<file path="src/rtl/mcu_spi_tx.sv">
// mcu_spi_tx: SPI-slave transmitter (mode 0, MSB first).
// Drains a first-word-fall-through read FIFO one byte per 8 SCLKs while the
// MCU holds CS low. SCLK and CS are oversampled on SYS_CLK.
module mcu_spi_tx #(
    parameter int          SYNC_STAGES = 2,
    parameter logic [7:0]  IDLE_BYTE   = 8'hFF,
    parameter int          BURST_LEN   = 16,
    parameter int          LEVEL_W     = 10,
    parameter int          CNT_W       = 16
) (
    input  logic               SYS_CLK,
    input  logic               SYS_RSTn,
    input  logic               MCU_SPI_SCLK,
    input  logic               MCU_SPI_CS,
    output logic               MCU_SPI_MISO,
    output logic               MCU_SPI_MISO_OE,
    output logic               MCU_RDY,
    input  logic [7:0]         rd_data,
    input  logic               rd_empty,
    input  logic [LEVEL_W-1:0] rd_level,
    output logic               rd_req,
    output logic [CNT_W-1:0]   frame_bytes,
    output logic               underrun,
    output logic               frame_active
);

    typedef enum logic [1:0] {
        IDLE  = 2'd0,
        LOAD  = 2'd1,
        SHIFT = 2'd2
    } state_t;

    localparam logic [LEVEL_W-1:0] BURST_LVL = LEVEL_W'(BURST_LEN);

    logic [SYNC_STAGES-1:0] sck_sync;
    logic [SYNC_STAGES-1:0] cs_sync;
    logic                   sck_d;
    logic                   cs_d;
    logic                   sck_s;
    logic                   cs_s;
    logic                   sck_rise;
    logic                   sck_fall;
    logic                   cs_rise;
    logic                   cs_fall;

    state_t                 state;
    state_t                 state_next;
    logic                   load_byte;
    logic [7:0]             shreg;
    logic [2:0]             bit_cnt;
    logic                   need_load;

    // Synchronise SCLK/CS and keep one history flop each for edge detection.
    always_ff @(posedge SYS_CLK or negedge SYS_RSTn) begin
        if (!SYS_RSTn) begin
            // NOTE: chains reset to the idle bus levels (SCLK low, CS high) so
            // releasing reset can never look like an edge.
            sck_sync <= '0;
            cs_sync  <= '1;
            sck_d    <= 1'b0;
            cs_d     <= 1'b1;
        end else begin
            // NOTE: non-blocking assignments make every flop sample the
            // pre-edge value, which is what makes the chain a shift register.
            sck_sync <= {sck_sync[SYNC_STAGES-2:0], MCU_SPI_SCLK};
            cs_sync  <= {cs_sync[SYNC_STAGES-2:0], MCU_SPI_CS};
            sck_d    <= sck_sync[SYNC_STAGES-1];
            cs_d     <= cs_sync[SYNC_STAGES-1];
        end
    end

    assign sck_s    = sck_sync[SYNC_STAGES-1];
    assign cs_s     = cs_sync[SYNC_STAGES-1];
    assign sck_rise =  sck_s & ~sck_d;
    assign sck_fall = ~sck_s &  sck_d;
    assign cs_rise  =  cs_s  & ~cs_d;
    assign cs_fall  = ~cs_s  &  cs_d;

    assign frame_active = ~cs_s;

    // State register.
    always_ff @(posedge SYS_CLK or negedge SYS_RSTn) begin
        if (!SYS_RSTn) begin
            state <= IDLE;
        end else begin
            state <= state_next;
        end
    end

    // Next state and byte-load/pop strobe; cs_rise overrides any SCLK edge.
    always_comb begin
        // NOTE: defaults first so every path assigns every output (no latches).
        state_next = state;
        load_byte  = 1'b0;
        case (state)
            IDLE: begin
                if (cs_fall) state_next = LOAD;
            end
            LOAD: begin
                if (cs_rise) begin
                    state_next = IDLE;
                end else begin
                    state_next = SHIFT;
                    load_byte  = 1'b1;
                end
            end
            SHIFT: begin
                if (cs_rise) state_next = IDLE;
                else if (sck_fall && need_load) load_byte = 1'b1;
            end
            default: state_next = IDLE;
        endcase
        rd_req = load_byte & ~rd_empty;
    end

    // Shift register, bit/byte counters, underrun flag and output enable.
    always_ff @(posedge SYS_CLK or negedge SYS_RSTn) begin
        if (!SYS_RSTn) begin
            shreg           <= '1;
            bit_cnt         <= '0;
            need_load       <= 1'b0;
            frame_bytes     <= '0;
            underrun        <= 1'b0;
            MCU_SPI_MISO_OE <= 1'b0;
        end else if (cs_rise) begin
            // A partially shifted byte is dropped; counters hold for readback.
            MCU_SPI_MISO_OE <= 1'b0;
            need_load       <= 1'b0;
        end else if (state == LOAD) begin
            frame_bytes     <= '0;
            bit_cnt         <= '0;
            need_load       <= 1'b0;
            shreg           <= rd_empty ? IDLE_BYTE : rd_data;
            underrun        <= rd_empty;
            MCU_SPI_MISO_OE <= 1'b1;
        end else if (state == SHIFT) begin
            if (sck_rise) begin
                bit_cnt <= bit_cnt + 3'd1;
                if (bit_cnt == 3'd7) begin
                    need_load <= 1'b1;
                    if (frame_bytes != '1) frame_bytes <= frame_bytes + CNT_W'(1);
                end
            end
            if (sck_fall) begin
                if (need_load) begin
                    shreg     <= rd_empty ? IDLE_BYTE : rd_data;
                    underrun  <= underrun | rd_empty;
                    need_load <= 1'b0;
                end else begin
                    shreg <= {shreg[6:0], 1'b0};
                end
            end
        end
    end

    assign MCU_SPI_MISO = (state == SHIFT) ? shreg[7] : 1'b1;

    // Burst-ready flag: registered level compare, independent of frame state.
    always_ff @(posedge SYS_CLK or negedge SYS_RSTn) begin
        if (!SYS_RSTn) begin
            MCU_RDY <= 1'b0;
        end else begin
            MCU_RDY <= (rd_level >= BURST_LVL);
        end
    end

endmodule

</file>
<file path="config.mk">
export PLATFORM = sky130hd
export DESIGN_NAME = mcu_spi_tx
export DESIGN_NICKNAME = d
export VERILOG_FILES = /design/src/rtl/mcu_spi_tx.sv
export SDC_FILE = /design/constraint.sdc
export NUM_CORES = 1
export LEC_CHECK = 0
export ABC_CLOCK_PERIOD_IN_PS = 5000
export CAP_MARGIN = 5
export CORE_MARGIN = 2
export CORE_UTILIZATION = 27
export DETAILED_ROUTE_END_ITERATION = 10
export GPL_ROUTABILITY_DRIVEN = 0
export PLACE_DENSITY = 0.48
export SLEW_MARGIN = 20
export SYNTH_ARGS = -nofsm -noshare
export SYNTH_HDL_FRONTEND = slang
export SYNTH_SLANG_ARGS = --single-unit
</file>
<file path="constraint.sdc">
create_clock -name SYS_CLK -period 5 [get_ports SYS_CLK]
set_input_delay 1.5 -clock SYS_CLK [delete_from_list [all_inputs] [get_ports SYS_CLK]]
set_output_delay 1.5 -clock SYS_CLK [all_outputs]
set_load 0.005 [all_outputs]
</file>
# Word level (Yosys, flattened, before mapping)
# Index checks and enable logic that the tools add are counted.
# classes
n_addsub	2
magnitude_cmp	1
n_eq_ne	6
muxes	35
bitwise_logic	12
reduce_logical	15
# ops
op	count
16-bit two-way mux	5
8-bit two-way mux	5
1-bit two-way mux	17
16-bit by 1-bit adder with 16-bit output, second input constant	1
16-bit inequality test, second input constant	1
2-bit nonzero test	7
10-bit by 5-bit >= comparator with 1-bit output, second input constant	1
3-bit two-way mux	3
2-bit two-way mux	3
1-bit inverter	6
2-bit case mux with 3 select lines	1
3-bit AND reduction	2
1-bit bitwise AND	5
5-bit AND reduction	1
2-bit inequality test, second input constant	2
4-bit AND reduction	1
3-bit by 1-bit adder with 3-bit output, second input constant	1
3-bit equality test, second input constant	1
3-bit nonzero test	1
2-bit by 1-bit equality test with 1-bit output, second input constant	1
2-bit equality test, second input constant	1
2-bit zero test	1
1-bit case mux with 2 select lines	1
2-bit AND reduction	1
other kinds (2)	2
# totals
ff_bits	39
in_bits	23
output_inout_bits	22
wordCells	83

# Longest topological paths before layout
# depth
word_depth	8
ltp_mapped	8
ltp_nobuf	6

# Least setup slack after synthesis
# Ideal clock, no wire load.
# synth_path
path_type	input to output
startpoint	input rd_empty
endpoint	output rd_req
t_arrival_ns	1.899
required_ns	3.500
slack_ns	1.601
stages	2
path_buffers	1
path_cell_list	buf_1 -> nor3_1
# synth_between
elab_chain_len	2
# synth_lines
element	line_no	source
start, declared	19	input logic rd_empty,
1-bit inverter	113	rd_req = load_byte & ~rd_empty;
1-bit bitwise AND	113	
end, declared	21	output logic rd_req,
# Every way passes these cells.

# Final worst setup path
# Ends and elaborated chain as after synthesis.

==> metrics.csv <==
stage,metric,value,unit
run_status,status,"complete, no violations",
synth,post-synthesis sequential area ratio,43.32,%
hold_path,Hold Crit Class,flop to flop,
floorplan,# rows,33,
critical_path,worst path cell trace,clkdlybuf4s50_1 -> nor3_1 -> clkdlybuf4s50_1,
synth,synth warn,0,
synth,count of cell types in the netlist,46,
cts,Clock transition at path regs,0.08,ns
timing,Final period util,87.80,%
timing,Final TNS setup,0,ns
power_and_ir_drop,Pint,0.7876,mW
timing,setup violators final,0,
finish,share of layout cells above drive strength 1,10.82,%
critical_path,CP max FO,10,
floorplan,Initial Utilization,27.81,%
placement,DPL Wire Length,4.016,mm
synth,"top cells by count, synth","46 x nand2_1, 28 x dfrtp_1, 26 x nor2_1, 26 x o21ai_0, 11 x dfstp_2",
synth,Synth async-reset ratio,100.0,%
route,vias,2132,
cts,Post-CTS Hold Fix Bufs,0,
grt,grt ovf,0,
critical_path,crit path launch,rd_empty,
power_and_ir_drop,clock network power share,21.5,%
finish,NumNets Final,333,
timing,relative slew slack,41.30,%
critical_path,reg2reg end,frame_bytes[7]$_DFFE_PN0P_,
cts,Clock Root Buffer,clkbuf_8,
timing,Final Skew,0.01375,ns
flow_run,max_cap viols,0,
critical_path,WP data required,3.50,ns
critical_path,Worst setup SP type,input pin,
critical_path,Reg2Reg Depth,6,
synth,Syn Area/Cell,8.589,µm²
critical_path,CP max stage delay,0.57,ns
grt,largest net degree at the start of global routing,40,
synth,post-synth design cell area,2285,µm²
power_and_ir_drop,PD cells,443.4,nW/µm²
synth,Syn Inst Count,266,
finish,# diodes,0,
timing,Tmin final,4.390,ns
cts,Num CTS Buffers,5,
critical_path,"setup slack, reg-to-reg",2.89,ns
grt,global-route wire length before repair,9.860,mm
cts,clk_lat worst skew,0.30,ns
synth,Post-synth EDFFs,0,
synth,#FFs+latches synth,39,
critical_path,Worst Path Buf+Inv,2,
finish,area delta synth->final,27.11,%
cts,Clock Tree Buf Depth,2,
route,number of remaining DRC errors,0,
route,vias per cell,5.200,
synth,most frequent cell after synthesis,nand2_1,
timing,FMAX,227.8,MHz
timing,max-slew violations,0,
grt,vias in the first global route,2040,
power_and_ir_drop,fraction of power spent switching nets,38.83,%
cts,postcts setup bufs,0,
critical_path,crit-path most repeated cell,clkdlybuf4s50_1,
floorplan,I/O pins,45,
floorplan,DIE HEIGHT,95.99,µm
critical_path,WP depth,3,
critical_path,CP Data Arrival Time,2.89,ns
timing,Final Hold Viols,0,
synth,dominant synthesized flop cell,dfrtp_1,
critical_path,Setup crit end,rd_req,
floorplan,full die area,9214,µm²
placement,Port Buffers,40,
power_and_ir_drop,leakage power,1.091,nW
route,DR WL/cell,14.02,µm
critical_path,WS Path Type,input pin to output pin,
grt,initial antenna violation count,0,
synth,Post-Syn Nets,295,
synth,top cell type by total area after synthesis,dfrtp_1,
power_and_ir_drop,Seq pwr share,37.5,%
floorplan,Die W,95.99,µm
power_and_ir_drop,Net Sw Power,0.4999,mW
critical_path,slowest CP cell,clkdlybuf4s50_1,
floorplan,Core ar.,8217,µm²
power_and_ir_drop,Worst VDD drop,0.1753,mV
cts,Clock Sinks,39,
timing,RSZ-0062 raised after global routing,false,
power_and_ir_drop,Logic pwr share,41.0,%
synth,top post-synthesis cells by area,"dfrtp_1 31%, dfstp_2 13%, nand2_1 7.6%, o21ai_0 5.7%, nor2_1 4.3%",
route,Detailed Route Iter0 Violations,98,
cts,TritonCTS clock tree,yes,
critical_path,dominant delay contributor by cell family on the critical path,buffers and inverters,
grt,Tot GR Track Use,13.64,%
synth,share of the synthesized area in the top cell type,30.67,%
route,Initial DRT Pass Iterations,4,
route,DRT antenna net count,0,
critical_path,worst flop-to-flop path startpoint,state[0]$_DFFE_PN0P_,
cts,H-tree lvl count,2,
timing,Tightest Pin Transition,0.8804,ns
power_and_ir_drop,Total Power,1.288,mW
critical_path,Crit. End Element,output pin,
route,drt total wl,5.747,mm
cts,CTS resizes,0,
through the flow:
stage	instance area (µm²)	cells	hold WS, ns	setup WS, ns	util [%]
6_report	2904	410	0.3531	0.6101	35.34
3_5_place_dp	2780	401	0.3355	0.5448	33.84
2_1_floorplan	2285	266	0.3312	1.601	-
4_1_cts	2897	409	0.3537	0.5428	35.25
3_3_place_gp	2780	401	0.3343	0.5381	33.84
5_1_grt	2904	410	0.3565	0.4774	35.34
cells by family (layout without fill, tap and decap cells):
family	Yosys count	count (layout)	share of synthesized area [%]
fa+ha+maj	6	6	3.286
flops	39	39	43.32
buf+inv	20	59	3.340
compound gates	63	63	18.62
mux	2	2	0.8763
simple gates	136	136	30.56
flip-flops by register name (all words and copies together), names as in the netlist:
register         cells
MCU_RDY              1
MCU_SPI_MISO_OE      1
bit_cnt              3
cs_d                 1
cs_sync              2
frame_bytes         16
need_load            1
sck_d                1
sck_sync             2
shreg                8
state                2
underrun             1
power by group through the flow:
stage | Combinational, mW | Sequential (mW) | Clock, mW
floorplan | 0.370 | 0.465 | 0
global placement | 0.523 | 0.487 | 0
detailed placement | 0.532 | 0.488 | 0
CTS | 0.534 | 0.484 | 0.286
global route | 0.607 | 0.498 | 0.302
finish | 0.528 | 0.483 | 0.277
layout by cell type, fill, tap and decap left out, drive strengths merged, types with 3 or more instances in the layout:
cell / n
a21oi: 5
ha: 6
nor2b: 6
a221o: 4
o21ai: 26
dfstp: 11
nor3: 7
and3: 4
nand2b: 4
nand4: 10
nor4: 6
nor2: 26
nand2: 46
inv: 9
o211ai: 5
or4b: 3
clkbuf: 6
nand3: 8
buf: 3
o311ai: 9
clkdlybuf4s50: 39
or2: 5
dfrtp: 28
per-layer routing:
layer | GRT usage [%] | routed length (µm)
met5 | 0 | 0
met3 | 3.367 | 231
met2 | 21.53 | 2636
met1 | 18.52 | 2810
met4 | 3.810 | 68
how the worst min path moves through the flow:
stage / from / to / slack (ns) / cells after the start
after CTS: sck_sync[0]$_DFF_PN0_ / sck_sync[1]$_DFF_PN0_ / 0.35 / 0
final: sck_sync[0]$_DFF_PN0_ / sck_sync[1]$_DFF_PN0_ / 0.35 / 0
after global placement: sck_sync[0]$_DFF_PN0_ / sck_sync[1]$_DFF_PN0_ / 0.33 / 0
after global routing: sck_sync[0]$_DFF_PN0_ / sck_sync[1]$_DFF_PN0_ / 0.36 / 0
after floorplan: sck_sync[0]$_DFF_PN0_ / sck_sync[1]$_DFF_PN0_ / 0.33 / 0
after detailed placement: sck_sync[0]$_DFF_PN0_ / sck_sync[1]$_DFF_PN0_ / 0.34 / 0
area by class of cell:
type	count	area (µm²)
clock buffers	5	68.82
clock inverters	3	47.55
fillers	864	5313
inverters	8	30.03
multi-input cells	207	1219
flip-flops and latches	39	989.7
well taps	105	131.4
repair buffers	43	417.9
worst reg2reg max path, cell delays in order (launching register included):
cell and delay (ns):
dfrtp_1 0.38, inv_1 0.08, ha_1 0.40, nand2_1 0.15, or3_4 0.38, o311a_1 0.35
a221o_1 0.25
Note: power is estimated with default switching activity, not from simulation.
